$ cat src/rtl/pattern_detector_fsm_pkg.sv
// Shared types and constants for the serial 1-0-1-1 pattern detector.
// States are a 3-bit encoded enum; encodings 5..7 are unused and treated as illegal.
// The pattern is written with the first-received bit in the MSB.
package pattern_detector_fsm_pkg;

   typedef enum logic [2:0] {
      S_IDLE = 3'd0,
      S_1    = 3'd1,
      S_10   = 3'd2,
      S_101  = 3'd3,
      S_1011 = 3'd4
   } state_t;

   localparam logic [3:0] PATTERN     = 4'b1011;
   localparam int         PATTERN_LEN = 4;

endpackage

$ cat src/rtl/pattern_detector_fsm.sv
// Moore FSM detecting the overlapping serial pattern 1,0,1,1 on stream_in.
// Latency: pattern_found is high for the cycle after the edge that samples the final 1.
// Backpressure: none; one bit is consumed every clock and the detector never stalls.
module pattern_detector_fsm
   import pattern_detector_fsm_pkg::*;
(
   input  logic clk,
   input  logic rst,
   input  logic stream_in,
   output logic pattern_found
);

   state_t state;
   state_t next_state;

   // State register; synchronous reset drops all partial-match history.
   always_ff @(posedge clk) begin
      if (rst) begin
         state <= S_IDLE;
      end else begin
         state <= next_state;
      end
   end

   // Next-state logic; after a match the trailing 1 or 10 is kept for overlap.
   always_comb begin
      next_state = S_IDLE;
      case (state)
         S_IDLE:  next_state = stream_in ? S_1    : S_IDLE;
         S_1:     next_state = stream_in ? S_1    : S_10;
         S_10:    next_state = stream_in ? S_101  : S_IDLE;
         S_101:   next_state = stream_in ? S_1011 : S_10;
         S_1011:  next_state = stream_in ? S_1    : S_10;
         default: next_state = S_IDLE;
      endcase
   end

   // Output is a pure decode of the state register, so stream_in never reaches it combinationally.
   always_comb begin
      pattern_found = (state == S_1011);
   end

endmodule

$ cat config.mk
export PLATFORM = sky130hd
export DESIGN_NAME = pattern_detector_fsm
export DESIGN_NICKNAME = d
export VERILOG_FILES = /design/src/rtl/pattern_detector_fsm_pkg.sv /design/src/rtl/pattern_detector_fsm.sv
export SDC_FILE = /design/constraint.sdc
export NUM_CORES = 1
export LEC_CHECK = 0
export ABC_CLOCK_PERIOD_IN_PS = 1000
export BUFFER_PORTS_ARGS = -buffer_cell sky130_fd_sc_hd__buf_2
export CORE_AREA = 3 3 40 42
export DETAILED_ROUTE_END_ITERATION = 8
export DIE_AREA = 0 0 43 45
export PLACE_DENSITY = 0.3
export SLEW_MARGIN = 20
export SYNTH_ARGS = -nofsm -noshare
export SYNTH_HDL_FRONTEND = slang
export SYNTH_SLANG_ARGS = --single-unit
$ cat constraint.sdc
create_clock -name clk -period 1 [get_ports clk]
set_input_delay 0.05 -clock clk [delete_from_list [all_inputs] [get_ports clk]]
set_output_delay 0.05 -clock clk [all_outputs]
set_load 0.05 [all_outputs]
# Word level (Yosys, flattened, before mapping)
# Index checks and enable logic that the tools add are counted.
dict set report op_classes {
  div 0
  magnitude_cmp 0
  mux 5
  addsub 0
  n_eq_ne 4
  n_mul 0
  shifts 0
  reduce_logical 2
  bitwise_logic 0
}
# cell count
set ops {}
lappend ops {{$pmux W3 S4} 1}
lappend ops {{$eq A3 B2 Y1 const B} 2}
lappend ops {{$mux W2} 2}
lappend ops {{$eq A3 B1 Y1 const B} 1}
lappend ops {{$eq A3 B3 Y1 const B} 1}
lappend ops {{$logic_not A3 Y1} 1}
lappend ops {{$mux W3} 1}
lappend ops {{$reduce_or A2 Y1} 1}
lappend ops {{$mux W1} 1}
dict set report totals {
  latch_bits 0
  elab_cells 12
  in_bits 3
  regBits 3
  mem_bits_rw 0
  rom_bits 0
  output_inout_bits 1
  n_memories 0
}

# Depth between registers and ports, before layout
# Gate-level depths: netlist of the first run.
dict set report depth {
  word_depth 3
  ltp_mapped 2
  depth_no_buf 2
}

# Least setup slack after synthesis of the first run
# No wires, ideal clock.
dict set report synth_timing {
  path_kind {register to output}
  start {register state[2]}
  end {output port pattern_found}
  path_buffers 0
  arrival_ps 1527
  slack_ps -577
  stages_incl_launch_ff 2
  cell_sequence {dfxtp_1 > nor3b_1}
}
dict set report synth_between {
  elab_chain_len 1
}
# element line
set synth_lines {}
lappend synth_lines {{from (decl)} pattern_detector_fsm.sv:13} ;# state_t state;
lappend synth_lines {{from (signal assigned)} pattern_detector_fsm.sv:21} ;# state <= next_state;
lappend synth_lines {{$eq A3 B3 Y1} pattern_detector_fsm.sv:40} ;# pattern_found = (state == S_1011);
lappend synth_lines {{to (decl)} pattern_detector_fsm.sv:10} ;# output logic pattern_found
# No other way between the ends.

# Final worst setup path of the first run
dict set report layout_timing {
  start {register state[0]}
  end {output port pattern_found}
}
# Same word-level chain as after synthesis.

==> results of run 1 <==
## synthesized netlist by cell type (all sizes together)
library cell / number / area (µm²)
or3b: 1 / 8.76
a31oi: 1 / 6.26
nor3b: 3 / 22.5
or4b: 1 / 10.0
or4bb: 1 / 11.3
dfxtp: 3 / 60.1
maj3: 1 / 10.0
nand3b: 1 / 7.51
## worst min-delay path by stage
stage,endpoint,start,cells after the start,slack [ns]
global placement,state[1],rst,2,0.25
finish,state[2],stream_in,2,0.11
detailed placement,state[0],rst,2,0.25
CTS,state[0],stream_in,2,0.1
global route,state[2],stream_in,2,0.1
floorplan,state[0],rst,1,0.12
## cells by family after synthesis
family / after synthesis
adders and majority gates: 1
DFF: 3
AOI/OAI and AO/OA: 1
and+or+nand+nor: 7
## metal layers
layer | track usage [%] | part of all wire (%) | vias to the layer above
li1 | - | - | 73
met1 | 4.55 | 52 | 55
met2 | 4.79 | 39 | 4
met3 | 5.98 | 8.8 | 0
met4 | 5.42 | 0 | 0
met5 | 0 | 0 | -
## metrics by stage
stage | area (µm²) | std cells | power (mW) | worst slack [ns]
5_1_grt | 263 | 38 | 0.408 | -0.137
4_1_cts | 258 | 38 | 0.378 | -0.0975
2_1_floorplan | 149 | 12 | 0.140 | -0.0270
3_5_place_dp | 205 | 33 | 0.153 | -0.0375
6_report | 263 | 38 | 0.366 | -0.0812
3_3_place_gp | 205 | 33 | 0.154 | -0.0392
## critical path: cells and delay by family (launching register included)
family / cells / cell delay (ns)
and+or+nand+nor: 1 / 0.18
buffers and inverters: 2 / 0.30
DFF: 1 / 0.33
## timing repair
item / CTS / global route
hold buffers: 1 / 0
hold endpoints to repair: 1 / 0
resized for setup: 6 / 1
pin swaps: 1 / 1
setup endpoints to repair: 2 / 3
## power groups by stage
stage / clock network (mW) / registers [mW] / logic, mW
after floorplan: 0 / 0.132 / 0.00759
final: 0.207 / 0.130 / 0.0289
after detailed placement: 0 / 0.131 / 0.0222
after CTS: 0.219 / 0.130 / 0.0280
after global routing: 0.246 / 0.131 / 0.0312
after global placement: 0 / 0.131 / 0.0229
## cell type report
cell class	count	area, µm²
clock buffer	4	26.3
fill	145	1020
multi-input combinational	9	92.6
sequential	3	63.8
tap	15	18.8
timing repair buffer	7	61.3
==> results, run 1 <==
- The capture point of the critical path is pattern_found.
- At the worst endpoint, the required time is 0.95 ns.
- For this design the static power due to leakage is 0.0966 nW.
- Of the total power, the clock network draws 56.6%.
- The number of pins with negative max-slew slack in the final report was 0.
- For the pin with the worst max-slew slack, the measured transition is around 0.15 ns.
- The category of the most critical setup path is reg2out.
- Across the routed clock network, the largest skew measured is ~0.0012 ns.
- The final worst hold slack is 0.107 ns.
- The flip-flop count of the largest register after layout is 3.
- The total via count after detailed routing is 132.
- The minimum setup slack among reg-to-reg paths is -0.08 ns.
- The type of the tightest min-delay check is in2reg.
- The combined global-route utilization of all metal layers is 4.90%.
- The horizontal die dimension is 43 µm.
- In this run the deepest clock path goes through 2 buffers.
- The critical path's largest stage delay is 0.33 ns.
- The synthesized-area fraction occupied by ao, oa, aoi and oai cells is 4.59%.
- The share of total power dissipated in combinational logic is 7.9%.
- The proportion of synthesized chip area in sequential cells is 44.0%.
- The die covers 1940 µm².
- The largest net degree at the start of global routing is 7.
- The cell repeated most along the worst path is buf_6.
- The core region is 1280 µm².
- The final reports fail on setup timing.
- The number of levels the H-tree was split into is 1.
- After layout, the worst setup slack is -0.0812 ns.
- At the end of the flow the core is filled with cells to between 20 and 25%.
- The worst setup path is launched from a flip-flop.
- The number of endpoints with negative hold slack in the final report is 0.
- The synthesized netlist devotes 0% of its cell area to XOR and XNOR gates.
- Setup repair after global routing could not meet its margin everywhere.
- The number of antenna violations at the first check in global routing is 0.
- After synthesis, the largest family of logic cells by area is simple AND/OR/NAND/NOR gates.
- In this run, CTS created clock tree buffers numbering 3.
- Yosys printed 0 warnings.
- The maximum fanout count along the critical path is 5.
- The number of buffers added for setup after CTS is 0.
- The share of cells above drive strength 1 is 60.9%.
- In the final timing run, aggregate negative setup slack is -0.158 ns.
- In the layout the commonest cells are clkbuf_4 (3), buf_6 (3), dfxtp_2 (3), buf_2 (2).
- CTS placed an instance of clkbuf_4 at the clock tree root.
- The floorplan row count is 13.
- The worst path uses 108% of the clock period.
- The power density relative to cell area is 1390 nW/µm².
- The worst setup path is captured at a primary output.
- The source of the critical timing path is state[0].
- The final global-route overflow total is 0.
- The number of global-route vias before repair came to 124.
- At the later pin of the worst-skew pair, clock insertion delay measures 0.23 ns.
- The port buffer count is 3.
- The cell-internal power is 0.293 mW.
- After the first detailed-routing iteration, the DRC count stood at 1.
- The initial core utilization is between 10% and 20%.
- For this design the total switching power over the nets is between 0.07 and 0.08 mW.
- The final weighted congestion in routability-driven placement is 0.583.
- Timing would allow up to 0.925 GHz.
- In the final layout, the registers with the most flip-flops are state (3).
- The top-level port count is 4.
- The minimum period implied by the final worst setup slack is about 1.1 ns.
- The worst register-to-register path begins at state[1].
- Clock tree synthesis found a total of 3 sinks.
- Per report_power, the sequential group accounts for a little over a third of the total.
- The largest individual stage delay along the critical path comes from the cell dfxtp_2.
- The vertical die dimension is 45 µm.
- After Yosys synthesis, full adders, half adders and majority gates account for 7.34% of the synthesized area.
- Summing the areas of all and, or, nand and nor instances in the mapped netlist gives 44.0% of the synthesized area.
- The number of cells traversed by the worst register-to-register path is 2.
- The number of antenna cells inserted is 0.
- The tool flagged a number of max-cap violations equal to 0.
- The worst supply voltage drop on vdd is roughly 420 µV.
- The net count of the finished layout is 27.
- The final setup violation count is 2.
- Compared with the post-synthesis result, the final layout area differs by 92.7%.
- The capture point of the worst reg-to-reg path is state[1].
- For this block, the routed nets add up to 306 µm of wire.
- After detailed routing, the number of remaining DRC violations is 0.
- The net count after synthesis is 15.
- The cell area that synthesis handed to floorplanning was 136 µm².
- The synthesized flop and latch total is 3.
- The flow ran to the end, but the final reports show violations.
- The first global-routing pass estimated approximately 550 µm of wire.
- The worst max-slew margin expressed relative to the limit is 89.8%.
- The register name with the most flops is state.
- The synthesized netlist contains 8 unique library cells.
- Clock-pin slew was measured on the worst setup and hold paths at 0.03 ns.
- The number of nets with antenna violations after routing is 0.
- The portion of netlist area occupied by mux cells is 0%.
- Walking the worst path, the cells encountered are buf_6, nor3b_4, buf_6.
- The worst endpoint data arrival time is 1.03 ns.
- Net switching is 19.9% of the power.
- The post-detailed-route via-to-cell ratio is ~3.5.
- The clock tree from TritonCTS is yes.
- Synthesis handed over a netlist of 12 instances.
- The first detailed-routing pass ran for 2 iterations.
- A synthesized cell averages approximately 11 µm².
- Dividing the detail-routed wire length by the instance count gives 8.05 µm.
Note: power is estimated with default switching activity, not from simulation.
==> run 2, diff against run 1 <==
--- a/config.mk
+++ b/config.mk
@@ -6,10 +6,11 @@
 export NUM_CORES = 1
 export LEC_CHECK = 0
 export ABC_CLOCK_PERIOD_IN_PS = 1000
-export BUFFER_PORTS_ARGS = -buffer_cell sky130_fd_sc_hd__buf_2
+export BUFFER_PORTS_ARGS = -buffer_cell sky130_fd_sc_hd__buf_4
 export CORE_AREA = 3 3 40 42
 export DETAILED_ROUTE_END_ITERATION = 8
 export DIE_AREA = 0 0 43 45
+export HOLD_SLACK_MARGIN = 0.03
 export PLACE_DENSITY = 0.3
 export SLEW_MARGIN = 20
 export SYNTH_ARGS = -nofsm -noshare
==> constraint.sdc (replaced) <==
create_clock -name clk -period 1 [get_ports clk]
set_input_delay 0.15 -clock clk [delete_from_list [all_inputs] [get_ports clk]]
set_output_delay 0.15 -clock clk [all_outputs]
set_load 0.05 [all_outputs]
==> run 2 against run 1 <==
  * The flow still finishes with violations (setup timing)
  * Hold slack got worse by 0.016 ns
  * Register-to-register slack got worse by 0.11 ns
  * Fmax shrank 9.6%
  * Worst setup slack got worse by 0.11 ns
  * Sequential power is 3% lower
  * Largest cell class unchanged
==> results, run 2 (synthesized netlist as in run 1, its figures left out) <==
- The run finished, with violations left.
- The checks that failed: setup timing.
- The final standard cell area without fillers came to 285 µm² (+8.6%).
- The number of cells in the design after placement was 33 (unchanged).
- The worst hold path begins at rst.
- The port buffer count came to 3 (unchanged).
- The actual transition at the worst max-transition pin is 0.173 ns (+0.0201 ns).
- The worst supply voltage drop on vdd is 576 µV (+38%).
- The number of maximum-capacitance constraint violations is 0 (unchanged).
- The flip-flop count of the largest register after layout is 3 (unchanged).
- The final worst hold slack is 0.0912 ns (-0.0159 ns).
- TritonCTS built the clock tree.
- The top cell types in the final layout, fill and taps aside, are buf_4 (6), clkbuf_4 (3), buf_6 (2), dfxtp_4 (2).
- The worst hold path belongs to the class in2reg.
- The register name with the most flops is state.
- The clock root buffer is clkbuf_4.
- The worst max-slew margin expressed relative to the limit is 88.4% (-1.3 points).
- The number of hold buffers added after CTS came to 0 (-1).
- The highest attainable clock frequency is 0.836 GHz (-9.6%).
- The final worst clock skew is 0.000627 ns (-0.000598 ns).
- Setup repair after global routing could not meet its margin everywhere.
- The top-level port count came to 4 (unchanged).
- The floorplan row count is 13 (unchanged).
- The number of cells on the worst hold path is 2 (unchanged).
- The number of standard cells in the layout, taps in and fillers out was 39 (+2.6%).
- The number of endpoints with negative hold slack in the final report is 0 (unchanged).
- The power density relative to cell area is 1310 nW/µm² (-6.1%).
- The full die area is 1940 µm² (unchanged).
- The first-pass GRT wire length is 662 µm (+20%).
- The worst endpoint data arrival time is 1.05 ns (+0.02 ns).
- The number of cells traversed by the worst register-to-register path is 3 (+1).
- The worst setup path is of the reg2out kind.
- The type of element capturing the critical path is a primary output.
- The share of cells above drive strength 1 was 79.2% (+18 points).
- The initial core utilization is 10.6% (unchanged).
- The number of pins with negative max-slew slack in the final report was 0 (unchanged).
- The clock input transition at the sequential cells of the worst setup and hold paths was 0.04 ns (about the same).
- The buffer depth of the longest clock path is 2 (unchanged).
- The minimum period implied by the final worst setup slack came to 1.20 ns (+0.114 ns).
- The commonest non-fill, non-tap cell in the layout is buf_4.
- The horizontal die dimension is 43 µm (unchanged).
- The setup slack of the critical path after layout is -0.196 ns (-0.114 ns).
- The total via count after detailed routing is 142 (+7.6%).
- The TritonCTS buffer count was 3 (unchanged).
- The final setup violation count is 3 (+1).
- The capture point of the worst reg-to-reg path is state[1].
- The source of the critical timing path is state[0].
- The wire length after detailed routing is 378 µm (+24%).
- The leakage power of the design is 0.108 nW (+12%).
- The final global-route overflow total is 0 (unchanged).
- The final weighted congestion in routability-driven placement was 0.597 (+2.5%).
- The number of global-route vias before repair was 148 (+19%).
- The largest net degree at the start of global routing is 6 (-1).
- The number of DRC violations after detailed-routing iteration 0 is 0 (-1).
- In the final layout, the registers with the most flip-flops are state (3).
- The vertical die dimension was 45 µm (unchanged).
- The maximum fanout count along the critical path was 4 (-1).
- Detailed placement finished with a half-perimeter wire length of 242 µm.
- The required time at the worst-slack endpoint is 0.85 ns (-0.10 ns).
- The mean routed wirelength per cell is 9.69 µm (+20%).
- The remaining design rule violation count is 0 (unchanged).
- The cell area after placement is 215 µm² (+4.9%).
- STA classifies the critical path startpoint as a flip-flop.
- The post-detailed-route via-to-cell ratio came to 3.64 (+4.8%).
- The insertion delay of the later-clocked pin in the worst-skew pair is 0.23 ns (about the same).
- The sink of the worst hold path is state[1].
- The combined global-route utilization of all metal layers is 5.49% (+0.59 points).
- The number of levels the H-tree was split into is 1 (unchanged).
- The TritonCTS sink count is 3 (unchanged).
- The number of nets with antenna violations after routing is 0 (unchanged).
- The number of antenna violations at the first check in global routing is 0 (unchanged).
- The length of the first detailed-routing pass in iterations is 1 (-1).
- The net count of the finished layout is 28 (+3.7%).
- The pre-CTS setup slack is -0.0852 ns (-0.0477 ns).
- In this run the critical register-to-register path is launched from state[0].
- The number of antenna cells inserted is 0 (unchanged).
- The layout-stage area growth over the synthesis result is 109%.
- The placeable core region was 1280 µm² (unchanged).
- The portion of the clock cycle consumed by the worst path in the final layout is 120% (+11 points).
- The minimum setup slack among reg-to-reg paths is -0.19 ns (-0.11 ns).
run 2: repair_timing:
action,4_1_cts,5_1_grt
resized for setup,5,4
setup buffers,2,0
pin swaps,2,0
endpoints found under the setup margin,2,3
run 2: layout make-up:
cell class                 count  area [µm²]
timing repair buffer           8        67.6
sequential                     3        68.8
multi-input combinational      9         104
fill                         142        1000
tap                           15        18.8
clock buffer                   4        26.3
run 2: worst max path at each step:
stage                          to  slack, ns  cells past startpoint
floorplan                state[1]      -0.02                      2
global placement         state[1]      -0.05                      2
detailed placement       state[1]      -0.09                      2
CTS                 pattern_found      -0.21                      3
global route        pattern_found      -0.26                      3
finish              pattern_found      -0.20                      3
run 2: critical path, cell delays in order (launching register included):
cell and delay [ns]:
dfxtp_4 0.34, buf_6 0.11, nor3b_4 0.18, buf_6 0.18
run 2: layer usage:
metal,share of wire (%),vias up,track usage [%],routed length (µm)
met2,43,6,6.29,163
met5,0,-,0,0
li1,-,73,-,-
met4,2.1,0,5.42,8
met1,45,61,5.53,171
met3,9.0,2,5.18,34
run 2: stage by stage:
stage               total power, mW  util (%)  setup TNS (ns)
floorplan                     0.138         -         -0.0329
finish                        0.373      22.2          -0.392
global route                  0.411      22.2          -0.552
CTS                           0.386      21.1          -0.473
detailed placement            0.155      16.7          -0.110
global placement              0.155      16.7         -0.0644
run 2: where the power goes:
group / switching, mW / total [mW] / internal, mW
Clock: 0.0616 / 0.211 / 0.149
Sequential: 0.00442 / 0.126 / 0.121
Combinational: 0.0130 / 0.0366 / 0.0236
Total: 0.0790 / 0.373 / 0.294
